`src/rtl/systolic_pkg.sv`:
```
// Shared definitions for the systolic array operand feeder: state encoding,
// default geometry and helpers that derive step/drain counts from N.
package systolic_pkg;

  typedef enum logic [1:0] {
    IDLE  = 2'd0,
    FEED  = 2'd1,
    DRAIN = 2'd2
  } state_t;

  localparam int DEF_SIZE    = 8;
  localparam int DEF_DECIMAL = 4;
  localparam int DEF_N       = 2;

  localparam int STEPS        = 2 * DEF_N - 1;
  localparam int DRAIN_CYCLES = DEF_N;
  localparam int CNT_W        = $clog2(3 * DEF_N);

  function automatic int steps_of(input int n);
    return 2 * n - 1;
  endfunction

  function automatic int cnt_width_of(input int n);
    return $clog2(3 * n);
  endfunction

endpackage

```
`src/rtl/skew_select.sv`:
```
// Combinational skew slot picker: for step t, lane k takes the element on
// anti-diagonal t of a packed NxN matrix, or zero when that slot is empty.
module skew_select
  import systolic_pkg::*;
#(
  parameter int SIZE   = DEF_SIZE,
  parameter int N      = DEF_N,
  parameter int CW     = cnt_width_of(DEF_N),
  parameter bit COLUMN = 1'b0
) (
  input  logic [N*N*SIZE-1:0] mat,
  input  logic [CW-1:0]       step,
  output logic [N*SIZE-1:0]   vec
);

  // Row mode: lane k = M[k][t-k]; column mode: lane k = M[t-k][k].
  always_comb begin
    // NOTE: every lane gets a zero default first, so unused slots never hold
    // stale data and no latch is inferred.
    vec = '0;
    for (int k = 0; k < N; k++) begin
      int off;
      off = int'(step) - k;
      if (off >= 0 && off < N) begin
        if (COLUMN) vec[k*SIZE +: SIZE] = mat[(off*N + k)*SIZE +: SIZE];
        else        vec[k*SIZE +: SIZE] = mat[(k*N + off)*SIZE +: SIZE];
      end
    end
  end

endmodule

```
`src/rtl/systolic_feeder.sv`:
```
// Feeds one captured (A, B) matrix pair into an NxN systolic array as skewed
// edge streams, then N zero-flush cycles. `FEEDER_STALL_EN adds a stall input.
module systolic_feeder
  import systolic_pkg::*;
#(
  parameter int SIZE    = DEF_SIZE,
  parameter int DECIMAL = DEF_DECIMAL,
  parameter int N       = DEF_N
) (
  input  logic                clk,
  input  logic                rst,
`ifdef FEEDER_STALL_EN
  input  logic                stall,
`endif
  input  logic                in_valid,
  output logic                in_ready,
  input  logic [N*N*SIZE-1:0] in_a,
  input  logic [N*N*SIZE-1:0] in_b,
  output logic [N*SIZE-1:0]   a_row_out,
  output logic [N*SIZE-1:0]   b_col_out,
  output logic                feed_valid,
  output logic                frame_start,
  output logic                feed_last,
  output logic                frame_done,
  output logic                busy
);

  localparam int NSTEPS = steps_of(N);
  localparam int NDRAIN = N;
  localparam int CW     = cnt_width_of(N);

  localparam logic [CW-1:0] LAST_STEP  = CW'(NSTEPS - 1);
  localparam logic [CW-1:0] LAST_DRAIN = CW'(NDRAIN - 1);

  if (N < 2) begin : g_bad_n
    $error("systolic_feeder: N must be at least 2");
  end
  if (DECIMAL < 0 || DECIMAL >= SIZE) begin : g_bad_decimal
    $error("systolic_feeder: DECIMAL must lie in [0, SIZE)");
  end

  state_t                state_q, state_d;
  logic [CW-1:0]         t_q, t_d;
  logic [N*N*SIZE-1:0]   cap_a, cap_b;
  logic [N*N*SIZE-1:0]   src_a, src_b;
  logic [N*SIZE-1:0]     a_next, b_next;
  logic                  accept;
  logic                  hold;

  assign accept = (state_q == IDLE) && in_valid;

`ifdef FEEDER_STALL_EN
  assign hold = stall && (state_q != IDLE);
`else
  assign hold = 1'b0;
`endif

  always_comb begin
    state_d = state_q;
    t_d     = t_q;
    unique case (state_q)
      IDLE: begin
        if (accept) begin
          state_d = FEED;
          t_d     = '0;
        end
      end
      FEED: begin
        if (t_q == LAST_STEP) begin
          state_d = DRAIN;
          t_d     = '0;
        end else begin
          t_d = t_q + 1'b1;
        end
      end
      DRAIN: begin
        if (t_q == LAST_DRAIN) begin
          state_d = IDLE;
          t_d     = '0;
        end else begin
          t_d = t_q + 1'b1;
        end
      end
      default: begin
        state_d = IDLE;
        t_d     = '0;
      end
    endcase
  end

  // Step 0 is produced at the accept edge, so it must come straight from the
  // input bus rather than from the not-yet-loaded capture registers.
  assign src_a = (state_q == IDLE) ? in_a : cap_a;
  assign src_b = (state_q == IDLE) ? in_b : cap_b;

  skew_select #(.SIZE(SIZE), .N(N), .CW(CW), .COLUMN(1'b0)) u_skew_a (
    .mat  (src_a),
    .step (t_d),
    .vec  (a_next)
  );

  skew_select #(.SIZE(SIZE), .N(N), .CW(CW), .COLUMN(1'b1)) u_skew_b (
    .mat  (src_b),
    .step (t_d),
    .vec  (b_next)
  );

  always_ff @(posedge clk or negedge rst) begin
    if (!rst) begin
      // NOTE: non-blocking assignments keep every register sampling pre-edge
      // values, so state and outputs step together without ordering races.
      state_q <= IDLE;
      t_q     <= '0;
    end else if (!hold) begin
      state_q <= state_d;
      t_q     <= t_d;
    end
  end

  always_ff @(posedge clk or negedge rst) begin
    if (!rst) begin
      // NOTE: the capture registers are reset too, so nothing from an aborted
      // frame can leak into a later one.
      cap_a <= '0;
      cap_b <= '0;
    end else if (accept) begin
      cap_a <= in_a;
      cap_b <= in_b;
    end
  end

  // Outputs are registered from the next state, so they line up with it.
  always_ff @(posedge clk or negedge rst) begin
    if (!rst) begin
      a_row_out   <= '0;
      b_col_out   <= '0;
      feed_valid  <= 1'b0;
      frame_start <= 1'b0;
      feed_last   <= 1'b0;
      frame_done  <= 1'b0;
      busy        <= 1'b0;
      in_ready    <= 1'b1;
    end else if (!hold) begin
      a_row_out   <= (state_d == FEED) ? a_next : '0;
      b_col_out   <= (state_d == FEED) ? b_next : '0;
      feed_valid  <= (state_d == FEED);
      frame_start <= (state_d == FEED)  && (t_d == '0);
      feed_last   <= (state_d == FEED)  && (t_d == LAST_STEP);
      frame_done  <= (state_d == DRAIN) && (t_d == LAST_DRAIN);
      busy        <= (state_d != IDLE);
      in_ready    <= (state_d == IDLE);
    end
  end

endmodule

```
`config.mk`:
```
export PLATFORM = sky130hd
export DESIGN_NAME = systolic_feeder
export DESIGN_NICKNAME = d
export VERILOG_FILES = /design/src/rtl/systolic_pkg.sv /design/src/rtl/skew_select.sv /design/src/rtl/systolic_feeder.sv
export SDC_FILE = /design/constraint.sdc
export NUM_CORES = 1
export LEC_CHECK = 0
export ABC_CLOCK_PERIOD_IN_PS = 4000
export CORE_MARGIN = 5
export CORE_UTILIZATION = 52
export CTS_CLUSTER_SIZE = 24
export DETAILED_ROUTE_END_ITERATION = 10
export PLACE_DENSITY = 0.77
export SYNTH_ARGS = -nofsm -noshare
export SYNTH_HDL_FRONTEND = slang
export SYNTH_SLANG_ARGS = --single-unit
```
`constraint.sdc`:
```
create_clock -name clk -period 4 [get_ports clk]
set_input_delay 0.8 -clock clk [delete_from_list [all_inputs] [get_ports clk]]
set_output_delay 0.8 -clock clk [all_outputs]
set_load 0.05 [all_outputs]
```
=== Yosys cells after proc, flatten, opt, wreduce, memory -nomap -nowiden ===
Index checks and enable logic that the tools add are counted.

* Add/subtract/negate cells: 4
* Multipliers: 0
* Divide/modulo/power cells: 0
* $lt $le $gt $ge: 4
* Eq/ne operators: 8
* Shift-type cells: 4
* Multiplexer cells: 16
* Bitwise operators: 0
* Reductions and logical operators: 10

{| class="wikitable"
|+ Operators with widths
! kind !! number
|-
| two-way mux 32 bit || 2
|-
| variable part select 32 x 32 -> 8 bit || 2
|-
| two-way mux 16 bit || 2
|-
| two-way mux 8 bit || 4
|-
| variable part select 32 x 7 -> 8 bit || 1
|-
| variable part select 32 x 8 -> 8 bit || 1
|-
| two-way mux 3 bit || 3
|-
| case mux 3 bit (3 select lines) || 1
|-
| adder 5 x 2 -> 6 bit, second input constant || 1
|-
| equality test 3 x 1 -> 1 bit, second input constant || 2
|-
| equality test 3 x 2 -> 1 bit, second input constant || 2
|-
| logical AND 1 bit || 6
|-
| two-way mux 2 bit || 3
|-
| case mux 2 bit (3 select lines) || 1
|-
| adder 3 x 4 -> 5 bit, first input constant || 1
|-
| equality test 2 x 1 -> 1 bit, second input constant || 2
|-
| equality test 2 bit, second input constant || 2
|-
| >= comparator 4 x 1 -> 1 bit, second input constant || 1
|-
| zero test 2 bit || 2
|-
| < comparator 4 x 3 -> 1 bit, second input constant || 1
|-
| subtractor 3 x 1 -> 4 bit, second input constant || 1
|-
| adder 3 x 1 -> 3 bit, second input constant || 1
|-
| >= comparator 3 x 1 -> 1 bit, second input constant || 1
|-
| zero test 3 bit || 1
|-
| other kinds (2) || 2
|}

* Register bits: 107
* Latch bits: 0
* Bits in writable memories: 0
* Bits in read-only memories: 0
* Bits of input ports: 67
* Output and inout port bits: 38
* Memories: 0

=== Logic depth before layout (Yosys ltp) ===
Gate-level depths: netlist of the first run.

* Depth in word-level cells: 9
* Mapped depth: 14

=== By module ===
From an unflattened synthesis of the first run, not the netlist that was laid out.

* Cells, all modules: 413
* Area total of the unflattened synthesis: 5534.1 µm²

{| class="wikitable"
|+ Modules (own cells, without submodules)
! module !! times used !! cells each !! area an instance (µm²) !! seq. area each (µm²)
|-
| systolic_feeder || 1 || 321 || 4690.7 || 2678.8
|-
| skew_select at u_skew_a || 1 || 49 || 501.7 || 0.0
|-
| skew_select at u_skew_b || 1 || 43 || 341.6 || 0.0
|}

=== Worst setup path after synthesis of the first run ===
OpenSTA, ideal clock, no wires.

* Path type: flip-flop to flip-flop
* Start: reg state_q[0]
* End: reg a_row_out[10]
* Data arrival time: 3.493 ns
* Data required time: 3.914 ns
* Path slack: 0.421 ns
* Stages on the path, launching flop included: 15
* Period minus slack after synthesis: 3.579 ns
* Cells stage by stage: dfrtp_1 buf_6 or2_1 buf_2 buf_4 o221ai_2 buf_2 inv_1 ha_1 buf_1 or4_1 buf_2 or3_1 buf_6 nor3_1

* Longest elaborated chain between the ends: 9

{| class="wikitable"
|+ RTL lines
! what !! RTL line !! text
|-
| from (decl) || systolic_feeder.sv:42 || <nowiki>state_t state_q, state_d;</nowiki>
|-
| from (signal assigned) || systolic_feeder.sv:115 || <nowiki>state_q <= state_d;</nowiki>
|-
| zero test 2 bit || systolic_feeder.sv:50, systolic_feeder.sv:61 ||
|-
| logical AND 1 bit || systolic_feeder.sv:50 || <nowiki>assign accept = (state_q == IDLE) && in_valid;</nowiki>
|-
| two-way mux 3 bit || systolic_feeder.sv:63 || <nowiki>if (accept) begin</nowiki>
|-
| case mux 3 bit (3 select lines) * || systolic_feeder.sv:61 || <nowiki>unique case (state_q)</nowiki>
|-
| net t_d[1] || systolic_feeder.sv:43 || <nowiki>logic [CW-1:0] t_q, t_d;</nowiki>
|-
| subtractor 3 x 1 -> 4 bit * || skew_select.sv:23 || <nowiki>off = int'(step) - k;</nowiki>
|-
| adder 3 x 4 -> 5 bit, or another cell as far along || skew_select.sv:26 || <nowiki>else vec[k*SIZE +: SIZE] = mat[(k*N + off)*SIZE +: SIZE];</nowiki>
|-
| variable part select 32 x 32 -> 8 bit or logical AND 1 bit (tied branches) || skew_select.sv:26, skew_select.sv:24 ||
|-
| two-way mux 8 bit * || skew_select.sv:24 || <nowiki>if (off >= 0 && off < N) begin</nowiki>
|-
| two-way mux 16 bit * || systolic_feeder.sv:144 || <nowiki>a_row_out <= (state_d == FEED) ? a_next : '0;</nowiki>
|-
| to (signal assigned) || systolic_feeder.sv:144 ||
|-
| to (decl) || systolic_feeder.sv:19 || <nowiki>output logic [N*SIZE-1:0] a_row_out,</nowiki>
|}

The timed path passes the listed nets; every way through them passes the cells marked *.
A chain may end at the register's enable or synchronous reset.

=== Final worst setup path of the first run ===
* Start: in in_valid
* End: reg a_row_out[10]

* Longest elaborated chain between the ends: 8

{| class="wikitable"
|+ RTL lines
! what !! RTL line !! text
|-
| from (decl) || systolic_feeder.sv:15 || <nowiki>input logic in_valid,</nowiki>
|-
| logical AND 1 bit * || systolic_feeder.sv:50 ||
|-
| two-way mux 3 bit || systolic_feeder.sv:63 ||
|-
| case mux 3 bit (3 select lines) || systolic_feeder.sv:61 ||
|-
| subtractor 3 x 1 -> 4 bit || skew_select.sv:23 ||
|-
| adder 3 x 4 -> 5 bit, or another cell as far along || skew_select.sv:26 ||
|-
| variable part select 32 x 32 -> 8 bit or logical AND 1 bit (tied branches) || skew_select.sv:26, skew_select.sv:24 ||
|-
| two-way mux 8 bit || skew_select.sv:24 ||
|-
| two-way mux 16 bit * || systolic_feeder.sv:144 ||
|}

Every way passes the cells marked *; elsewhere a longest branch is shown, timed or not.

==> results of run 1 <==
-- layer usage --
layer,wire [um],up-vias
met4,217,0
met3,383,16
met5,0,-
met1,4655,1627
li1,-,1449
met2,5593,64
-- cells in the mapped netlist, drive strengths merged (5+ instances only) --
cell,n
inv,5
nor3b,24
mux2,64
mux2i,8
mux4,40
nor3,10
ha,5
dfrtp,106
buf,22
nor2,5
-- worst max-delay path, cell delays in order --
cell             delay (ns)
clkdlybuf4s50_1        0.49
or4b_1                 0.54
o311ai_4               0.12
inv_1                  0.13
ha_1                   0.24
xnor2_1                0.20
ha_1                   0.25
or3_1                  0.53
nor3_1                 0.24
-- state kept, by name, summed over array words and instances (netlist names) --
register / count
in_ready: 1
b_col_out: 16
frame_done: 1
frame_start: 1
state_q: 2
cap_b: 32
feed_last: 1
feed_valid: 1
cap_a: 32
t_q: 3
a_row_out: 16
busy: 1
-- metrics by stage --
step / hold slack (ns) / power [uW] / setup slack (ns) / std cells / util [%]
after floorplan: 0.4752 / 4561 / 0.4206 / 330 / -
after global routing: 0.5267 / 6427 / 0.6018 / 569 / 66.99
after global placement: 0.4833 / 5261 / 0.4514 / 553 / 64.64
after detailed placement: 0.4901 / 5359 / 0.3668 / 553 / 64.64
after CTS: 0.5128 / 6114 / 0.7395 / 569 / 66.99
final: 0.5115 / 6049 / 0.7381 / 569 / 66.99
-- final cells by class --
cell class	instances	area (um2)
Timing Repair Buffer	115	1121
Sequential cell	107	2679
Multi-Input combinational cell	193	2333
Fill cell	717	3227
Clock inverter	7	105.1
Inverter	5	18.77
Clock buffer	9	123.9
Tap cell	133	166.4
-- kinds of logic (layout without fill, tap and decap cells) --
group                    after synthesis  count (layout)
AO/OA/AOI/OAI                         12              12
flip-flops                           107             107
XOR/XNOR                               2               2
multiplexers                         112             112
adder cells (fa/ha/maj)                5               5
AND/OR/NAND/NOR                       62              62
buffers and inverters                 30             136
-- power by group through the flow --
stage                     sequential [uW]  clock (uW)  combinational, uW
after floorplan                      2160           0               2400
after global placement               1840           0               3420
after detailed placement             1870           0               3490
after CTS                            1850         768               3500
after global routing                 1900         804               3720
final                                1840         748               3460
-- path summary, 6_finish.rpt --
kind	slack, ns	cells after the start	endpoint	startpoint
min in group asynchronous	0.57	1	b_col_out[4]	rst
hold / removal	0.51	1	cap_b[9]	cap_b[9]
setup / recovery	0.74	9	a_row_out[10]	in_valid
hold reg to reg	0.51	1	cap_b[9]	cap_b[9]
max in group asynchronous	2.61	2	cap_a[9]	rst
setup reg to reg	1.05	8	a_row_out[10]	state_q[1]
==> impl_results.md, run 1 <==
- Clk_skew: 0.01540 ns
- Worst-path clk slew: about 0.1 ns
- Mux share of post-synthesis cell area: 32.79%
- Hpwl dp: 7599 um
- Initial antenna violation count: 0
- Hold/Removal Path Class: reg -> reg
- Syn-to-layout area delta: 26.16%
- Top FF cell, synth: dfrtp_1
- Sequential share of power: between 30 and 40%
- Met2 Resource Use GR: between 30% and 40%
- Global router's overall resource usage: 19.03%
- EDFF count, synth: 0
- Critical path class: in -> reg
- DRT antenna net count: 0
- Power Density: 923.9 mW/mm2
- Synth Area in Compound Gates: under 10%
- Initial DRC Count: 84
- GR Util met1: 25.22%
- Most frequent cells in the layout: 106 x dfrtp_1, 103 x clkdlybuf4s50_1, 64 x mux2_2, 40 x mux4_2, 20 x nor3b_1
- Worst IR drop on VDD: just under 0.0005 V
- Placer's final routability congestion estimate: 0.8637
- Xor/xnor cell area share of the yosys netlist: 0.3375%
- Post-cts hold buffer count: 0
- Slew Limit Fails: 0
- Worst Tran Pin Value: between 0.9 and 1 ns
- Via count: about 3200
- Final setup violation count: 0
- Syn nets: ~400
- TritonCTS clock tree: built
- Worst EP arrival: between 3 and 4 ns
- # diodes: 0
- Grt peak-use layer: met2
- Register area share after synthesis: between 50% and 60%
- P_int: ~3700 uW
- Setup crit end kind: flop
- Fin nets: 503
- Fin crit period: 3.262 ns
- Post-CTS Setup Inserts: 0
- Simple-gate area share of the yosys netlist: approximately 8.5%
- Clk sinks: 107
- Final Instance Area: ~0.0065 mm2
- Wire per inst: between 15 and 20 um
- Clk Latency, worst-skew pair: 0.37 ns
- Final hold violation count: 0
- Leakage dissipation: approximately 0.0026 uW
- Global-route wire length before repair: about 17000 um
- DRC viols: 0
- Placeable Area: 0.009774 mm2
- Period utilisation layout: between 80% and 90%
- Synth top area cells: dfrtp_1 51%, mux4_2 17%, mux2_2 14%
- DR pass1 iterations: 4
- Clk pwr share: around an eighth
- Warnings from Yosys: 0
- Status: finished clean
- Sw power: 2387 uW
- Synth Area per Inst: about 16 um2
- Area of the mapped netlist: between 0.005 and 0.006 mm2
- Adder-cell share of the synthesized area: between 1 and 1.5%
- Global routing met3 resource utilization: 3.406%
- Largest net degree at the start of global routing: 79
- GRT overflow: 0
- Sw frac: 39.46%
- Starting density of the core: a little over half
- PostCTS Resize Cnt: 0
- Critical path required time: around 4.3 ns
- Max-cap violation count: 0
- Layout cell share with drive strength beyond 1: about a third
- Max Clk Rate: between 0.3 and 0.4 GHz
- Vias per inst: 5.547
- Cell taking the most area after synthesis: dfrtp_1
- Clock Tree Root: clkbuf_8
- Largest family of logic cells by synthesized area: multiplexers
- Total Neg Setup Slack: 0 ns
- Most common cell after layout, fill and taps aside: dfrtp_1
- CTS max path bufs: 2
- Row count: 36
- Die height: approximately 110 um
- Vias in the first global route: about 3400
- CP startpoint kind: input pin
- Yosys top cell area share: about half
- RSZ-0062 raised after global routing: no
- Post-synthesis register bit count: 107
- Die area: ~0.012 mm2
- Logic pwr share: 57.1%
- Post-Synthesis Cells: between 300 and 400
- Port bufs: approximately 100
- Distinct cells, synth: between 40 and 50
- Crit Path Max Fanout: 8
- Total CTS buffers: 9
- Routed WL: approximately 11000 um
- Ys async rst share: between 90% and 100%
- Placed cell area: 0.006319 mm2
- I/O Pins: between 100 and 150
- Die X: 109.9 um
- Max-Slew Margin vs Limit: between 30% and 40%
- CTS H-Tree Depth: 3
Power figures use the tool's default switching activity.
==> inputs of run 2 (changes only) <==
Settings changed: ABC_CLOCK_PERIOD_IN_PS 4000 to 2700, CORE_UTILIZATION 52 to 47, PLACE_DENSITY 0.77 to 0.73.
Clock period 4 ns to 2.7 ns, I/O delays scaled along.
==> impl_results.md, run 2 (synthesis gave the netlist of run 1 again) <==
- Vias in the first global route: ~3500
- Layout cell share with drive strength beyond 1: roughly 40%
- Die area: between 0.01 and 0.015 mm2
- Starting density of the core: a little under half
- Placer's final routability congestion estimate: 0.8376
- Row count: 38
- DR pass1 iterations: 4
- # diodes: 0
- Max-cap violation count: 0
- Critical path class: in -> reg
- Power Density: roughly 1400 mW/mm2
- Fin crit period: around 2.6 ns
- Global router's overall resource usage: between 10% and 20%
- Clk sinks: around 110
- Max-Slew Margin vs Limit: 63.22%
- Placed cells: ~580
- Worst EP arrival: approximately 3 ns
- Largest net degree at the start of global routing: 48
- Die X: between 100 and 150 um
- Crit Path Max Fanout: 8
- Biggest regs: cap_a x32, cap_b x32
- Slew Limit Fails: 0
- Slowest CP cell: or4b_4
- Wire per inst: around 19 um
- Dpl ws: -0.5274 ns
- DRC viols: 0
- TritonCTS clock tree: built
- Leakage dissipation: roughly 0.0027 uW
- Die height: about 120 um
- Final hold violation count: 0
- DRT antenna net count: 0
- Placed cell area: between 0.006 and 0.007 mm2
- CTS H-Tree Depth: 3
- Crit path buffers/inverters: 4
- Reg-to-reg critical path endpoint: a_row_out[8]
- Status: finished clean
- Critical path required time: 2.99 ns
- Crit path cell chain: dlygate4sd2_1 > or4b_4 > o311ai_4 > buf_4 > inv_1 > ha_1 > xnor2_1 > ha_1 > or3_1 > buf_6 > nor3_2
- Clk Latency, worst-skew pair: around 0.37 ns
- Worst-path clk slew: approximately 0.1 ns
- Final Instance Area: ~0.007 mm2
- Worst IR drop on VDD: 0.0009116 V
- Placeable Area: roughly 0.011 mm2
- Final setup margin: 0.06506 ns
- Total chip power: ~9500 uW
- I/O Pins: ~110
- Clk_skew: ~0.012 ns
- Worst setup startpoint: in_valid
- FF-to-FF Start: state_q[1]
- Max Clk Rate: about 0.38 GHz
- Total Neg Setup Slack: 0 ns
- Worst path max stage delay: 0.55 ns
- Hpwl dp: between 8000 and 9000 um
- Most frequent cells in the layout: 104 x dfrtp_1, 102 x clkdlybuf4s50_1, 64 x mux2_2, 40 x mux4_2, 23 x buf_4
- Hold/Removal Path Class: in -> async
- CP startpoint kind: input pin
- Most common cell after layout, fill and taps aside: dfrtp_1
- Via count: roughly 3300
- Initial DRC Count: approximately 160
- Syn-to-layout area delta: 31.15%
- CTS max path bufs: 2
- R2r setup slk: 0.08 ns
- Finished Layout Cells: just under 600
- Port bufs: 104
- FF-to-FF path depth: 10
- Worst Tran Pin Value: ~0.55 ns
- Setup crit end kind: flop
- Top Family by Delay on Critical Path: simple AND/OR/NAND/NOR gates
- GRT overflow: 0
- Total CTS buffers: 9
- RSZ-0062 raised after global routing: no
- CP most frequent cell: ha_1
- Vias per inst: 5.519
- Period utilisation layout: roughly 100%
- Clock Tree Root: clkbuf_8
- Global-route wire length before repair: 18590 um
- Routed WL: approximately 11000 um
- Fin nets: 520
- Final setup violation count: 0
- Initial antenna violation count: 0
==> run 2: cell types whose count changed in the layout (fill, tap and decap cells not counted), moves of 2 or more <==
| cell | previous run | this run |
|---|---|---|
| buf_4 | 12 | 23 |
| nor3_1 | 8 | 2 |
| nor3_2 | 2 | 8 |
| buf_12 | 0 | 4 |
| buf_6 | 0 | 2 |
| dfrtp_1 | 106 | 104 |
| dfrtp_2 | 0 | 2 |
| inv_6 | 3 | 1 |
==> run 2: layout make-up <==
| cell class | instances | area [um2] |
|---|---|---|
| clock buffer | 10 | 137.6 |
| clock inverter | 5 | 85.08 |
| fill | 831 | 4034 |
| inverter | 5 | 21.27 |
| multi-input combinational | 193 | 2401 |
| sequential | 107 | 2681 |
| tap | 140 | 175.2 |
| timing repair buffer | 132 | 1305 |
==> run 2: power by group <==
part | total (uW) | internal [uW] | switching, uW
Sequential | 2680 | 2330 | 349
Combinational | 5770 | 2970 | 2800
Clock | 1090 | 548 | 543
Total | 9530 | 5840 | 3690
==> run 2: repair_timing <==
| item | 4_1_cts | 5_1_grt |
|---|---|---|
| pin swaps | 1 | 0 |
| hold buffers | 0 | 0 |
| cloned | 0 | 0 |
| setup endpoints to repair | 8 | 8 |
| buffers inserted | 1 | 0 |
| gates resized for setup | 2 | 6 |
==> run 2: metal layers <==
metal	GRT usage, %	vias to the layer above	wire length [um]
met5	0	-	0
met4	3.286	0	89
met3	6.053	9	844
met2	28.51	85	5481
met1	25.15	1699	4930
li1	-	1474	-
==> run 2: stage by stage <==
stage	utilization [%]	hold slack (ns)
2_1_floorplan	-	0.2444
3_3_place_gp	60.53	0.4833
3_5_place_dp	60.53	0.4914
4_1_cts	62.67	0.1350
5_1_grt	62.79	0.1483
6_report	62.79	0.1254
==> run 2: how the worst max path moves through the flow <==
stage | slack [ns] | cells past startpoint | to
after CTS | 0.02 | 11 | a_row_out[8]
final | 0.07 | 11 | a_row_out[8]
after detailed placement | -0.53 | 11 | a_row_out[8]
after floorplan | -0.47 | 11 | a_row_out[10]
after global placement | -0.43 | 11 | a_row_out[9]
after global routing | 0.002 | 10 | a_row_out[8]
